===== src/rtl/pc_pkg.sv =====
// Shared types and constants for the PC sequencer.
// Optional trap feature: PC_MISALIGN_TRAP_EN.
package pc_pkg;

  localparam int          XLEN_D = 32;
  localparam logic [31:0] PC_INC = 32'd4;

  typedef enum logic [1:0] {
    IDLE  = 2'd0,
    FETCH = 2'd1,
    HOLD  = 2'd2
  } pc_state_t;

endpackage


===== src/rtl/pc_next_mux.sv =====
// Next-PC selection: jalr over taken branch over sequential.
// Optional trap feature: PC_MISALIGN_TRAP_EN (no effect here).
module pc_next_mux
  import pc_pkg::*;
#(
  parameter int XLEN = XLEN_D
) (
  input  logic [XLEN-1:0] pc,
  input  logic [XLEN-1:0] br_off,
  input  logic            br_taken,
  input  logic            jalr,
  input  logic [XLEN-1:0] jalr_tgt,
  output logic [XLEN-1:0] next_pc,
  output logic [XLEN-1:0] pc_plus4
);

  assign pc_plus4 = pc + PC_INC;

  always_comb begin
    next_pc = pc_plus4;
    priority case (1'b1)
      jalr:     next_pc = {jalr_tgt[XLEN-1:1], 1'b0};
      br_taken: next_pc = pc + br_off;
      default:  next_pc = pc_plus4;
    endcase
  end

endmodule


===== src/rtl/pc_sequencer.sv =====
// PC register and fetch FSM (IDLE/FETCH/HOLD).
// Optional sticky misalignment trap: PC_MISALIGN_TRAP_EN.
module pc_sequencer
  import pc_pkg::*;
#(
  parameter logic [31:0] RESET_VECTOR = 32'h0000_0000,
  parameter int          XLEN         = XLEN_D
) (
  input  logic            clk,
  input  logic            rst,
  input  logic [XLEN-1:0] br_off,
  input  logic            br_taken,
  input  logic            jalr,
  input  logic [XLEN-1:0] jalr_tgt,
  input  logic            stall,
  input  logic            imem_ack,
  output logic            imem_req,
  output logic [XLEN-1:0] imem_addr,
  output logic [XLEN-1:0] pc_out,
  output logic [XLEN-1:0] pc_plus4
`ifdef PC_MISALIGN_TRAP_EN
  ,
  output logic            misaligned
`endif
);

  pc_state_t       state, state_n;
  logic [XLEN-1:0] pc, pc_n, next_pc;
  logic            go, bad, trap;

  pc_next_mux #(.XLEN(XLEN)) u_mux (
    .pc       (pc),
    .br_off   (br_off),
    .br_taken (br_taken),
    .jalr     (jalr),
    .jalr_tgt (jalr_tgt),
    .next_pc  (next_pc),
    .pc_plus4 (pc_plus4)
  );

`ifdef PC_MISALIGN_TRAP_EN
  assign bad        = next_pc[1:0] != 2'b00;
  assign misaligned = trap;

  // Once set, only reset clears the trap.
  always_ff @(posedge clk) begin
    if (!rst)
      trap <= 1'b0;
    else if (go && bad)
      trap <= 1'b1;
  end
`else
  assign bad  = 1'b0;
  assign trap = 1'b0;
`endif

  always_comb begin
    state_n  = state;
    pc_n     = pc;
    imem_req = 1'b0;
    go       = 1'b0;
    unique case (state)
      IDLE:  state_n = FETCH;
      FETCH: begin
        imem_req = 1'b1;
        if (imem_ack) begin
          if (stall) state_n = HOLD;
          else       go      = 1'b1;
        end
      end
      HOLD:    go      = !stall && !trap;
      default: state_n = IDLE;
    endcase
    if (go) begin
      if (bad) begin
        state_n = HOLD;
      end else begin
        pc_n    = next_pc;
        state_n = FETCH;
      end
    end
  end

  always_ff @(posedge clk) begin
    if (!rst) begin
      state <= IDLE;
      pc    <= RESET_VECTOR;
    end else begin
      state <= state_n;
      pc    <= pc_n;
    end
  end

  assign pc_out    = pc;
  assign imem_addr = pc;

endmodule


===== config.mk =====
export PLATFORM = sky130hd
export DESIGN_NAME = pc_sequencer
export DESIGN_NICKNAME = d
export VERILOG_FILES = /design/src/rtl/pc_pkg.sv /design/src/rtl/pc_next_mux.sv /design/src/rtl/pc_sequencer.sv
export SDC_FILE = /design/constraint.sdc
export NUM_CORES = 1
export LEC_CHECK = 0
export CAP_MARGIN = 20
export CORE_MARGIN = 3
export CORE_UTILIZATION = 48
export DETAILED_ROUTE_END_ITERATION = 16
export PLACE_DENSITY = 0.84
export SLEW_MARGIN = 15
export SYNTH_ARGS = -nofsm -noshare
export SYNTH_HDL_FRONTEND = slang
export SYNTH_SLANG_ARGS = --single-unit

===== constraint.sdc =====
create_clock -name clk -period 5.16 [get_ports clk]
set_input_delay 0.516 -clock clk [delete_from_list [all_inputs] [get_ports clk]]
set_output_delay 0.516 -clock clk [all_outputs]
set_load 0.05 [all_outputs]

; ---- Word level (Yosys, flattened, before mapping)
; Cells that the tools add are included.
[op_classes]
addsub = 2
n_eq_ne = 7
n_mux = 10
n_bitwise = 2
n_reduce_logical = 5
[op_table]
columns = operator, count
row1 = two-way mux 32 bit, 2
row2 = "adder 32 x 3 -> 32 bit, second input constant", 1
row3 = adder 32 bit, 1
row4 = "inequality test 2 bit, second input constant", 3
row5 = "inequality test 3 bit, second input constant", 2
row6 = case mux 2 bit (3 select lines), 1
row7 = AND reduction 3 bit, 2
row8 = two-way mux 1 bit, 4
row9 = two-way mux 2 bit, 2
row10 = "== test 2 x 1 -> 1 bit, second input constant", 1
row11 = "== test 2 bit, second input constant", 1
row12 = logical NOT 2 bit, 1
row13 = NOT 1 bit, 2
row14 = case mux 1 bit (2 select lines), 1
row15 = OR reduction 2 bit, 1
row16 = logical NOT 1 bit, 1
[word_totals]
reg_bits = 34
output_inout_bits = 97
elab_cells = 29

; ---- Logic depth before layout (Yosys ltp)
; Gate-level depths: netlist of the first run.
[logic_depth]
depth_word = 5
mapped_depth = 13

; ---- By module
; From an unflattened synthesis of the first run, not the netlist that was laid out.
[unflattened]
cells_unflattened = 631
hier_area_um2 = 4610.7
[by_module_without_submodules]
columns = mod, instances, cells_per_inst, area_per_inst_um2, seq_area_each_um2
row1 = pc_next_mux, 1, 438, 2987.9, 0.0
row2 = pc_sequencer, 1, 193, 1622.8, 680.7

; ---- Least setup slack after synthesis of the first run
; No wires, ideal clock.
[synth_timing]
path_type = reg-to-output
startpoint = reg pc[16] (netlist: imem_addr[16])
endpoint = out pc_plus4[27]
arrival_time_ns = 2.934
required_ns = 4.644
setup_slack_ns = 1.710
stages_incl_launch_ff = 10
path_cell_list = dfxtp_1 clkbuf_1 and4_1 and2_1 nand3_1 nor2_1 nand2_1 nor2_1 nand3_1 xnor2_1
[synth_between]
elab_chain_len = 1
[synth_rtl]
columns = element, line_no
row1 = from (decl), pc_sequencer.sv:28  ; logic [XLEN-1:0] pc, pc_n, next_pc;
row2 = from (signal assigned), pc_sequencer.sv:90  ; pc <= pc_n;
row3 = adder 32 x 3 -> 32 bit, pc_next_mux.sv:17  ; assign pc_plus4 = pc + PC_INC;
row4 = to (decl), pc_sequencer.sv:20  ; output logic [XLEN-1:0] pc_plus4
; Every way passes these cells.

; ---- Final worst setup path of the first run
[layout_timing]
startpoint = reg pc[2] (netlist: imem_addr[2])
endpoint = out pc_plus4[30]
; Same word-level chain as after synthesis.

==> results.md, run 1 <==
- The total buffers and inverters traversed by the critical path is 1.
- The worst pin sits at a relative slew slack of 36.6%.
- The total routed wire length on the met1 layer is between 5 and 6 mm.
- The starting utilization of the core area is approximately half.
- The buffer cell driving the clock tree root is sky130_fd_sc_hd__clkbuf_8.
- Counting flops and latches in the post-synthesis netlist gives 34.
- The count of flip-flops with a built-in enable after synthesis is 0.
- The total of warnings raised by yosys is 0.
- The worst path arrival time is ~3500 ps.
- The clock edge transition at the registers on the reported setup and hold paths is approximately 80 ps.
- The ratio of cells with drive above 1 in the final layout is under 10%.
- The core area is between 0.008 and 0.009 mm^2.
- In this run the static leakage power is about 0.0023 uW.
- The post-placement worst setup slack is about 1400 ps.
- The most common flop cell mapped by yosys is sky130_fd_sc_hd__dfxtp_1.
- For this design the ratio of total power to cell area is between 150 and 200 mW/mm^2.
- The H-tree depth is 2.
- The layout-stage area growth over the synthesis result is 37.3%.
- The average wire per cell in the routed design is 18.0 um.
- The routed wire length on met3 is about 1.2 mm.
- For the finished layout, the period the worst path requires is 4010 ps.
- The detailed router finished its first iteration with 320 violations.
- Summed over all nets, wire length on met2 after detailed routing comes to between 6 and 7 mm.
- The number of nets produced by synthesis is ~680.
- The maximum operating frequency is 249 MHz.
- The flow ran to the end, and the final reports show no timing, DRC or antenna violations.
- The maximum fanout along the worst path is 10.
- The die is roughly 99 um wide.
- The count of nets left with antenna violations once routing finished came out at 0.
- TritonCTS built the clock tree.
- After detailed routing, the number of remaining DRC violations is 0.
- The most common cell after layout, fill and taps aside is sky130_fd_sc_hd__clkdlybuf4s50_1.
- STA classifies the critical path endpoint as a primary output.
- Across the VDD grid, the largest voltage drop is between 0.1 and 0.15 mV.
- The overall die area is 0.00987 mm^2.
- The number of CTS-inserted buffers is 5.
- A synthesized cell averages between 7 and 8 um^2.
- Setup repair after global routing left no endpoint under its margin.
- In the post-route analysis, the smallest setup slack over all paths is approximately 1100 ps.
- After synthesis the cells add up to between 0.004 and 0.005 mm^2.
- The leftover overflow at the end of global routing is 0.
- The finished layout holds around 800 standard cells, fillers aside.
- The number of hold-repair buffers added at the cts stage is 0.
- The number of antenna violations at the first check in global routing is 0.
- The final count of hold timing violations is 0.
- Input and output buffers added on the ports amount to between 150 and 200.
- In the synthesized netlist the async set-or-reset flop fraction comes to 0%.
- The power consumption is 906 uW.
- For this run, the register share of the synthesized area comes to 16.3%.
- At the end of the flow the core is filled with cells to 68.9%.
- In the final design database the tool counted approximately 800 nets.
- The sum of net half-perimeters after detailed placement is ~11 mm.
- In the finished design, the share of the clock period the worst path needs comes to about 78%.
- The clock latency at the later pin of the worst-skew pair is between 200 and 300 ps.
- The count of pins over their slew limit came to 0.
- The worst-case clock skew is 6.02 ps.
- After floorplanning, the core was divided into 33 placement rows.
- Entering global routing, the biggest net connects between 40 and 50 pins.
- For the final routed database, the setup TNS stands at 0 ps.
- The number of placed instances, taps included, is 787.
- After filler insertion, the fill cell instance count of the layout stands at roughly 720.
- For the pin with the worst max-slew slack, the measured transition is 948 ps.
- The mean number of vias per cell is just over 6.
- The worst setup path is launched from a flop.
- The largest individual stage delay along the critical path comes from the cell sky130_fd_sc_hd__clkdlybuf4s50_1.
- In the layout the commonest cells are sky130_fd_sc_hd__clkdlybuf4s50_1, sky130_fd_sc_hd__nand2_1, sky130_fd_sc_hd__o21ai_0.
- The routed design has around 14 mm of wire.
- The data required time at the worst endpoint is ~4600 ps.
- In the global route stage, overall resource usage came out at 28.1%.
- Max-cap violations in this run came to 0.
- In this run the vertical extent of the chip is around 99 um.
- The critical path goes through ha_1, nand2_1, nor3_2, nor3b_1, xor2_1, clkdlybuf4s50_1.
- After clock tree synthesis, the setup repair step added 0 buffers.
- Post-CTS repair changed the size of 0 cells.
- In this design, the stage delay of the slowest critical-path cell is 860 ps.
- The type of the most critical hold path is reg -> reg.
- The number of antenna cells inserted is 0.
- between 150 and 200 I/O pins were placed.
- The highest routed metal layer is met4.
- The distinct cell type count after synthesis is between 60 and 70.
- The overall via count from detail_route is 4,815.
- The buffer depth of the longest clock path is 2.
- Clock tree synthesis found a total of 34 sinks.
- The critical path is of the reg -> out type.
- In this design, the largest share of critical-path delay is due to simple AND/OR/NAND/NOR gates.
- The via count of the first global-routing pass is between 4,000 and 5,000.
- The congestion estimate from routability-driven global placement came to 0.941.
- Before antenna repair, the detailed router went through 5 iterations.
- The number of endpoints failing setup at the final stage is 0.
- The first global-routing pass estimated roughly 23 mm of wire.
- Synthesis produced a netlist whose cell count is 576.
## Yosys cell counts (8+ instances only)
| master | instances | area, um^2 |
|---|---|---|
| sky130_fd_sc_hd__clkbuf_1 | 27 | 101 |
| sky130_fd_sc_hd__a21oi_1 | 46 | 230 |
| sky130_fd_sc_hd__buf_4 | 34 | 255 |
| sky130_fd_sc_hd__a211oi_1 | 10 | 75.1 |
| sky130_fd_sc_hd__inv_1 | 11 | 41.3 |
| sky130_fd_sc_hd__nand2_1 | 64 | 240 |
| sky130_fd_sc_hd__a21boi_0 | 8 | 60.1 |
| sky130_fd_sc_hd__dfxtp_1 | 34 | 681 |
| sky130_fd_sc_hd__a21o_1 | 13 | 97.6 |
| sky130_fd_sc_hd__xor2_1 | 18 | 158 |
| sky130_fd_sc_hd__and2_1 | 12 | 75.1 |
| sky130_fd_sc_hd__ha_1 | 35 | 438 |
| sky130_fd_sc_hd__xnor2_1 | 33 | 289 |
| sky130_fd_sc_hd__o21ai_0 | 52 | 260 |
| sky130_fd_sc_hd__nor2_1 | 39 | 146 |
| sky130_fd_sc_hd__nand3_1 | 27 | 135 |
| sky130_fd_sc_hd__nor2b_1 | 8 | 50.1 |
## layout make-up
| class | instances | area, um^2 | share of cell area, % |
|---|---|---|---|
| inverter | 12 | 45.0 | 0.784 |
| tap | 105 | 131 | 2.29 |
| sequential | 34 | 681 | 11.8 |
| multi-input combinational | 468 | 3100 | 54.0 |
| clock buffer | 8 | 110 | 1.92 |
| timing repair buffer | 168 | 1670 | 29.1 |
## registers in the layout, indices dropped and copies added, names as in the netlist
register and count:
imem_addr 32, state 2
## path summary, 6_finish.rpt
kind         slack [ps]          start            end  cells after the start
max                1150   imem_addr[2]   pc_plus4[30]                      6
min                 570  imem_addr[22]  imem_addr[22]                      2
max reg2reg        1680   imem_addr[8]  imem_addr[30]                     11
min reg2reg         570  imem_addr[22]  imem_addr[22]                      2
## tightest hold or removal path, cell delays in order (launching register included)
cell and delay, ps:
sky130_fd_sc_hd__dfxtp_1 370, sky130_fd_sc_hd__nand2_1 70, sky130_fd_sc_hd__o21ai_0 80
## stage by stage
step	area (um^2)	hold slack [ps]
floorplan	4180	523
global placement	5630	522
detailed placement	5630	563
CTS	5740	574
global route	5740	592
finish	5740	567
## cells by family after synthesis
logic type      count (synthesis)  synth area share [%]
flops                          34                  16.3
xor+xnor                       51                  10.7
fa+ha+maj                      36                  10.9
simple gates                  194                  22.8
buf+inv                        74                  9.69
compound gates                180                  28.0
mux                             7                  1.67
## layer usage
layer  vias to the layer above  global-route usage, %
li1                       2280                      -
met4                         0                   9.66
met3                        29                   4.21
met2                       251                   48.8
met5                         -                      0
met1                      2255                   35.3
## power by group
part,switching (uW),leakage [uW],internal (uW)
registers,17.3,0.000275,272
clock network,111,0.0000575,135
logic,216,0.00194,156
Note: power is estimated with default switching activity, not from simulation.
==> inputs of run 2 (changes only) <==
CORE_UTILIZATION = 45   (was 48)
PLACE_DENSITY = 0.8   (was 0.84)
clock period = 4.17 ns   (was 5.16 ns; I/O delays follow)
==> run 2 against run 1 <==
Compared with the run above:
- register-to-register slack lost 920 ps
- clock skew rose by 3.1 ps
- utilization shrank 4.1 points
- first-iteration DRC count up 1.6%
- largest cell class unchanged
- sequential share of layout area barely moved
- critical endpoint is now pc_plus4[27]
- critical path type unchanged
==> results.md, run 2 (same netlist as run 1, synthesis figures left out) <==
- The number of antenna violations at the first check in global routing is 0.
- Broken down by cell family, the worst path's largest delay share belongs to simple AND/OR/NAND/NOR gates.
- The leakage power figure is about 0.0023 uW.
- For this run, the slowest stage of the critical path takes approximately 820 ps.
- The worst-case hold slack is between 500 and 600 ps.
- Once detail routing completed, the nets flagged for antenna violations numbered 0.
- The ratio of cells with drive above 1 in the final layout is slightly above 4%.
- Traced cell by cell, the critical path runs through and4_1, and2_1, nand3_1, nor2_1, nand2_1, nor2_1, nand3_1, xnor2_1, clkdlybuf4s50_1.
- After filler insertion, the fill cell instance count of the layout stands at 800.
- In this run, CTS created clock tree buffers numbering 5.
- The largest individual stage delay along the critical path comes from the cell sky130_fd_sc_hd__clkdlybuf4s50_1.
- Clock latency on the worst-skew pair, taken at its later pin, is just under 300 ps.
- The number of top-level pins is roughly 170.
- Dividing total power by cell area gives a power density of between 150 and 200 mW/mm^2.
- Summed over all failing endpoints, the final setup total negative slack is 0 ps.
- Summed over all nets, wire length on met2 after detailed routing comes to 6.86 mm.
- The count of cells in the finished layout, fillers not included, comes to approximately 800.
- The most common cell after layout, fill and taps aside is sky130_fd_sc_hd__clkdlybuf4s50_1.
- The maximum operating frequency is 278 MHz.
- The worst setup path is of the reg -> out kind.
- Post-CTS repair changed the size of 0 cells.
- The pin slew with the least headroom to its limit is 993 ps.
- The routed layout has approximately 4,800 vias.
- After global routing the overflow that remains totals 0.
- Buffers added to address setup during post-CTS repair amount to 0.
- The worst-case IR drop observed on VDD is approximately 0.11 mV.
- The largest net degree at the start of global routing is 40.
- The number of antenna cells inserted is 0.
- The run finished with clean final reports.
- The overall die area is around 0.010 mm^2.
- Row generation in the floorplan step produced 34 rows.
- In this run, post-CTS hold repair placed 0 buffers.
- Summing all non-filler instances in the final layout gives an area of ~0.0058 mm^2.
- The total buffers and inverters traversed by the critical path is 1.
- Clock tree synthesis selected as its root buffer the cell sky130_fd_sc_hd__clkbuf_8.
- After floorplanning, the core was sized to cover between 0.008 and 0.009 mm^2.
- Dividing the detail-routed wire length by the instance count gives between 15 and 20 um.
- STA puts the critical path data arrival time at around 3200 ps.
- At the end of the flow, the number of nets in the layout was ~800.
- The max-capacitance violation count is 0.
- The buffer depth of the longest clock path is 2.
- The layout-stage area growth over the synthesis result is 37.7%.
- The via count of the first global-routing pass is approximately 4,700.
- Setup slack on the critical path of the routed design comes to around 570 ps.
- The cell area after placement is ~0.0057 mm^2.
- Clock-pin slew was measured on the worst setup and hold paths at ~80 ps.
- The starting utilization of the core area is approximately 47%.
- After detailed routing, the wire length on met1 is ~6.2 mm.
- The worst setup path is captured at a primary output.
- Detailed placement ended at an HPWL of between 10 and 15 mm.
- The first TritonRoute pass finished after 5 iterations.
- The floorplan step set the die width to 102 um.
- The total area of multi-input combinational cells is 0.00310 mm^2.
- The number of input and output port buffers inserted is around 170.
- After detailed placement, the design holds a cell count of about 790.
- The H-tree was split into 2 levels.
- The maximum fanout along the worst path is 7.
- Across the routed clock network, the largest skew measured is just over 9 ps.
- The first global-routing pass estimated between 20 and 25 mm of wire.
- Setup repair after global routing left no endpoint under its margin.
- The number of sinks on the clock net is 34.
- Summed over all layers, the routed wires come to about 15 mm.
- Setup violations remaining at the end of the flow were counted as 0.
- The global routing usage summed across all routing layers is 27.5%.
- The register with the most flip-flops in the layout has 32 of them.
- The final count of hold timing violations is 0.
- TritonCTS built the clock tree.
- The type of the most critical hold path is reg -> reg.
- Dividing the final minimum period by the clock period gives 86.2%.
- The count of pins over their slew limit is 0.
- The minimum period implied by the final worst setup slack is 3600 ps.
- The worst max-slew margin expressed relative to the limit is 33.6%.
- The library cells used most frequently in the layout, excluding fill and tap cells, are sky130_fd_sc_hd__clkdlybuf4s50_1, sky130_fd_sc_hd__nand2_1, sky130_fd_sc_hd__o21ai_0.
- The post-placement worst setup slack is 484 ps.
- The remaining routing DRC violations is 0.
- The number of DRC violations after detailed-routing iteration 0 is about 330.
- The data required time at the worst endpoint is around 3800 ps.
- The placer congestion estimate is between 0.9 and 1.
- After detailed routing, the number of vias per cell comes to about 6.
- The element type at the critical path start is a flop.
- In the detailed route, the total length drawn on met3 is 1.39 mm.
- Signal routing reaches up to met4.
- The combined flip-flop and latch cell area is between 600 and 700 um^2.
- The vertical die dimension is about 100 um.
## run 2: cell count changes in the layout (fill, tap and decap cells not counted)
cell and delta:
sky130_fd_sc_hd__clkinvlp_4 +1, sky130_fd_sc_hd__buf_4 +4, sky130_fd_sc_hd__clkbuf_8 -2, sky130_fd_sc_hd__clkinv_2 +1
## run 2: layer usage
layer / vias up / GRT usage [%]
met4: 0 / 8.38
met5: - / 0
met1: 2235 / 36.5
met3: 29 / 3.96
met2: 252 / 45.9
li1: 2287 / -
## run 2: report_power, final
part	total, uW	switching [uW]	internal, uW
registers	356	19.7	336
clock network	270	137	133
logic	464	270	193
## run 2: cell type report
type                       count  share of cell area (%)
timing repair buffer         172                    29.6
inverter                      12                   0.782
multi-input combinational    468                    53.8
sequential                    34                    11.8
tap                          108                    2.34
clock buffer                   6                    1.43
clock inverter                 2                   0.217
## run 2: path summary, 6_finish.rpt
| check | startpoint | end | slack [ps] | cells past startpoint |
|---|---|---|---|---|
| min | imem_addr[1] | imem_addr[1] | 560 | 2 |
| max | imem_addr[18] | pc_plus4[27] | 570 | 9 |
| min reg2reg | imem_addr[1] | imem_addr[1] | 560 | 2 |
| max reg2reg | imem_addr[10] | imem_addr[30] | 760 | 11 |
## run 2: worst min-delay path: cells and delay by family (launching register included)
kind / cells / cell delay [ps]
flip-flops: 1 / 360
AO/OA/AOI/OAI: 1 / 60
buffers and inverters: 1 / 100
## run 2: metrics by stage
step | total power (uW) | util, %
floorplan | 658 | -
global placement | 815 | 63.7
detailed placement | 822 | 63.7
CTS | 1090 | 64.8
global route | 1140 | 64.8
finish | 1090 | 64.8
==> inputs of run 3 (changes only) <==
CORE_MARGIN = 4   (was 3)
==> run 3 against run 2 <==
Compared with the run above:
- combinational power is essentially flat
- cell count is 0.12% higher
- wire length rose by 1.7%
- utilization about the same
- critical endpoint is now pc_plus4[29]
- largest power group unchanged
- highest routed layer unchanged
==> results.md, run 3 (same netlist as run 1, synthesis figures left out) <==
- Global routing used a little over a quarter of the available tracks across all layers.
- The endpoint kind of the worst setup timing path is a primary output.
- The maximum operating frequency is about 280 MHz.
- The cell-internal power is 664 uW.
- The layout-stage area growth over the synthesis result is 37.8%.
- The number of DRC violations after detailed-routing iteration 0 is between 300 and 400.
- The clock passes through at most 2 buffers.
- The number of fillers in the final layout is between 700 and 800.
- Adding up every negative setup slack in the final design gives 0 ps.
- The minimum period implied by the final worst setup slack is around 3600 ps.
- The run finished with clean final reports.
- In the routed design, unresolved DRC markers number 0.
- The highest routed metal layer is met4.
- The core region is 0.00889 mm^2.
- The worst-case clock skew is about 9.9 ps.
- The number of gates resized after CTS was 0.
- Across the run, the number of max-cap violations was 0.
- IR analysis of the VDD net gives a maximum drop of 0.131 mV.
- In this run the tightest slew margin relative to its limit is between 40% and 50%.
- The buffer cell driving the clock tree root is sky130_fd_sc_hd__clkbuf_8.
- The cell area after placement is between 0.005 and 0.006 mm^2.
- The final count of hold timing violations is 0.
- The reported net switching power is around 430 uW.
- The portion of total power attributed to combinational logic is between 40% and 50%.
- The mean number of vias per cell is just over 6.
- Entering global routing, the biggest net connects 40 pins.
- The overall die area is between 0.01 and 0.015 mm^2.
- The combined flip-flop and latch cell area is between 600 and 700 um^2.
- The starting utilization of the core area is a little under half.
- The average wire per cell in the routed design is 18.6 um.
- The net total in the final layout is 800.
- The number of nets with antenna violations after routing is 0.
- After clock tree synthesis, the flow added hold-fix buffers numbering 0.
- The via count of the first global-routing pass is 4,808.
- For the worst setup path, the data arrival time is 3210 ps.
- The number of antenna violations at the first check in global routing is 0.
- At the worst endpoint, the required time is ~3800 ps.
- In this run, the clock network consumes 25.0% of the power.
- The setup path with the least slack is of type reg -> out.
- Of all nets on the critical path, the largest fanout is 7.
- In the layout the commonest cells are sky130_fd_sc_hd__clkdlybuf4s50_1, sky130_fd_sc_hd__nand2_1, sky130_fd_sc_hd__o21ai_0.
- The sequential share of power is between 30% and 40%.
- The worst hold path belongs to the class reg -> reg.
- The H-tree was split into 2 levels.
- The leftover overflow at the end of global routing is 0.
- The final routed wirelength across all metal layers is approximately 15 mm.
- Summing all non-filler instances in the final layout gives an area of between 0.005 and 0.006 mm^2.
- TritonCTS created 5 clock buffers.
- Detailed placement finished with a half-perimeter wire length of between 10 and 15 mm.
- For the pin with the worst max-slew slack, the measured transition is approximately 880 ps.
- The met2 layer wire length in the routed design is around 7 mm.
- Final hold analysis gives a worst-case slack of between 500 and 600 ps.
- CTS saw 34 sinks.
- The total routed wire length on the met1 layer is 6.35 mm.
- The horizontal die dimension is 104 um.
- The count of pins over their slew limit is 0.
- The routed wire length on met3 is between 1 and 1.5 mm.
- The CTS tree is yes.
- For this design the static power due to leakage is around 0.0023 uW.
- The placer congestion estimate is 0.966.
- Leaving out fill and tap cells, the most frequent cell in the layout is sky130_fd_sc_hd__clkdlybuf4s50_1.
- For the worst-skew pair, the clock arrives at the later sink with an insertion delay of 300 ps.
- The number of setup buffers added after CTS is 0.
- Setup violations remaining at the end of the flow were counted as 0.
- The total area of multi-input combinational cells is between 0.003 and 0.004 mm^2.
- The critical path goes through and4_1, and2_1, nand3_1, nor2_1, nand2_1, nor2_1, nand3_1, xnor2_1, clkdlybuf4s50_1.
- The first-pass iteration count of the detailed router is 5.
- The number of rows in the core area is 34.
- The number of antenna cells inserted is 0.
- After clock tree synthesis, the clock-pin slew on the worst setup and hold paths is around 80 ps.
- The vertical die dimension is approximately 100 um.
- In the final layout, the share of cells above drive strength 1 is just over 4%.
- Buffers placed on the I/O ports in this run total around 170.
- The number of flip-flops in the largest register is 32.
- The first global-routing pass estimated 23.8 mm of wire.
- The post-route fraction of the period consumed by the critical path is around 87%.
- On the critical path, the stage with the largest delay is an instance of sky130_fd_sc_hd__clkdlybuf4s50_1.
- Together, buffers and inverters on the worst path number 1.
- The overall via count from detail_route is ~4,800.
- The critical path's top delay family is simple AND/OR/NAND/NOR gates.
- On the worst path, the slowest cell contributes a delay of ~850 ps.
- Overall power consumption after layout is estimated at approximately 1100 uW.
- The element type at the critical path start is a flop.
- The power per cell area is roughly 190 mW/mm^2.
- For this design the top-level I/O count stands at around 170.
- Setup repair after global routing left no endpoint under its margin.
- The net switching fraction of the power is about 39%.
==> run 3: worst reg2reg max path: stages (launching register included) <==
cell	delay (ps)
sky130_fd_sc_hd__dfxtp_1	550
sky130_fd_sc_hd__ha_1	380
sky130_fd_sc_hd__a21o_1	220
sky130_fd_sc_hd__a21o_1	200
sky130_fd_sc_hd__a41o_1	220
sky130_fd_sc_hd__and3_4	190
sky130_fd_sc_hd__a311oi_4	360
sky130_fd_sc_hd__a31oi_2	220
sky130_fd_sc_hd__a211o_1	400
sky130_fd_sc_hd__nor4_2	230
sky130_fd_sc_hd__o21ai_1	100
sky130_fd_sc_hd__a32o_1	230
==> run 3: final timing paths <==
kind	from	endpoint	slack (ps)	cells after the start
max	imem_addr[18]	pc_plus4[29]	550	9
min	imem_addr[29]	imem_addr[29]	550	2
max reg2reg	imem_addr[10]	imem_addr[30]	760	11
min reg2reg	imem_addr[29]	imem_addr[29]	550	2
==> run 3: metrics by stage <==
step                      util, %  setup slack [ps]  cells
after floorplan                 -               819    576
after global placement       63.8               553    795
after detailed placement     63.8               512    795
after CTS                    64.9               554    803
after global routing         64.9               331    803
final                        64.9               547    803
==> run 3: layout make-up <==
| type | instances | area share (%) |
|---|---|---|
| Multi-Input combinational cell | 468 | 53.8 |
| Timing Repair Buffer | 173 | 29.7 |
| Sequential cell | 34 | 11.8 |
| Tap cell | 108 | 2.34 |
| Clock buffer | 7 | 1.50 |
| Inverter | 12 | 0.781 |
| Clock inverter | 1 | 0.0868 |
==> run 3: power by group through the flow <==
stage | logic, uW | registers [uW] | clock network (uW)
2_1_floorplan | 269 | 389 | 0
3_3_place_gp | 453 | 362 | 0
3_5_place_dp | 460 | 363 | 0
4_1_cts | 463 | 355 | 274
5_1_grt | 495 | 358 | 289
6_report | 467 | 356 | 275
==> run 3: per-layer routing <==
metal / global-route usage, % / vias up
li1: - / 2291
met1: 33.8 / 2253
met2: 43.9 / 262
met3: 3.91 / 38
met4: 9.69 / 0
met5: 0 / -
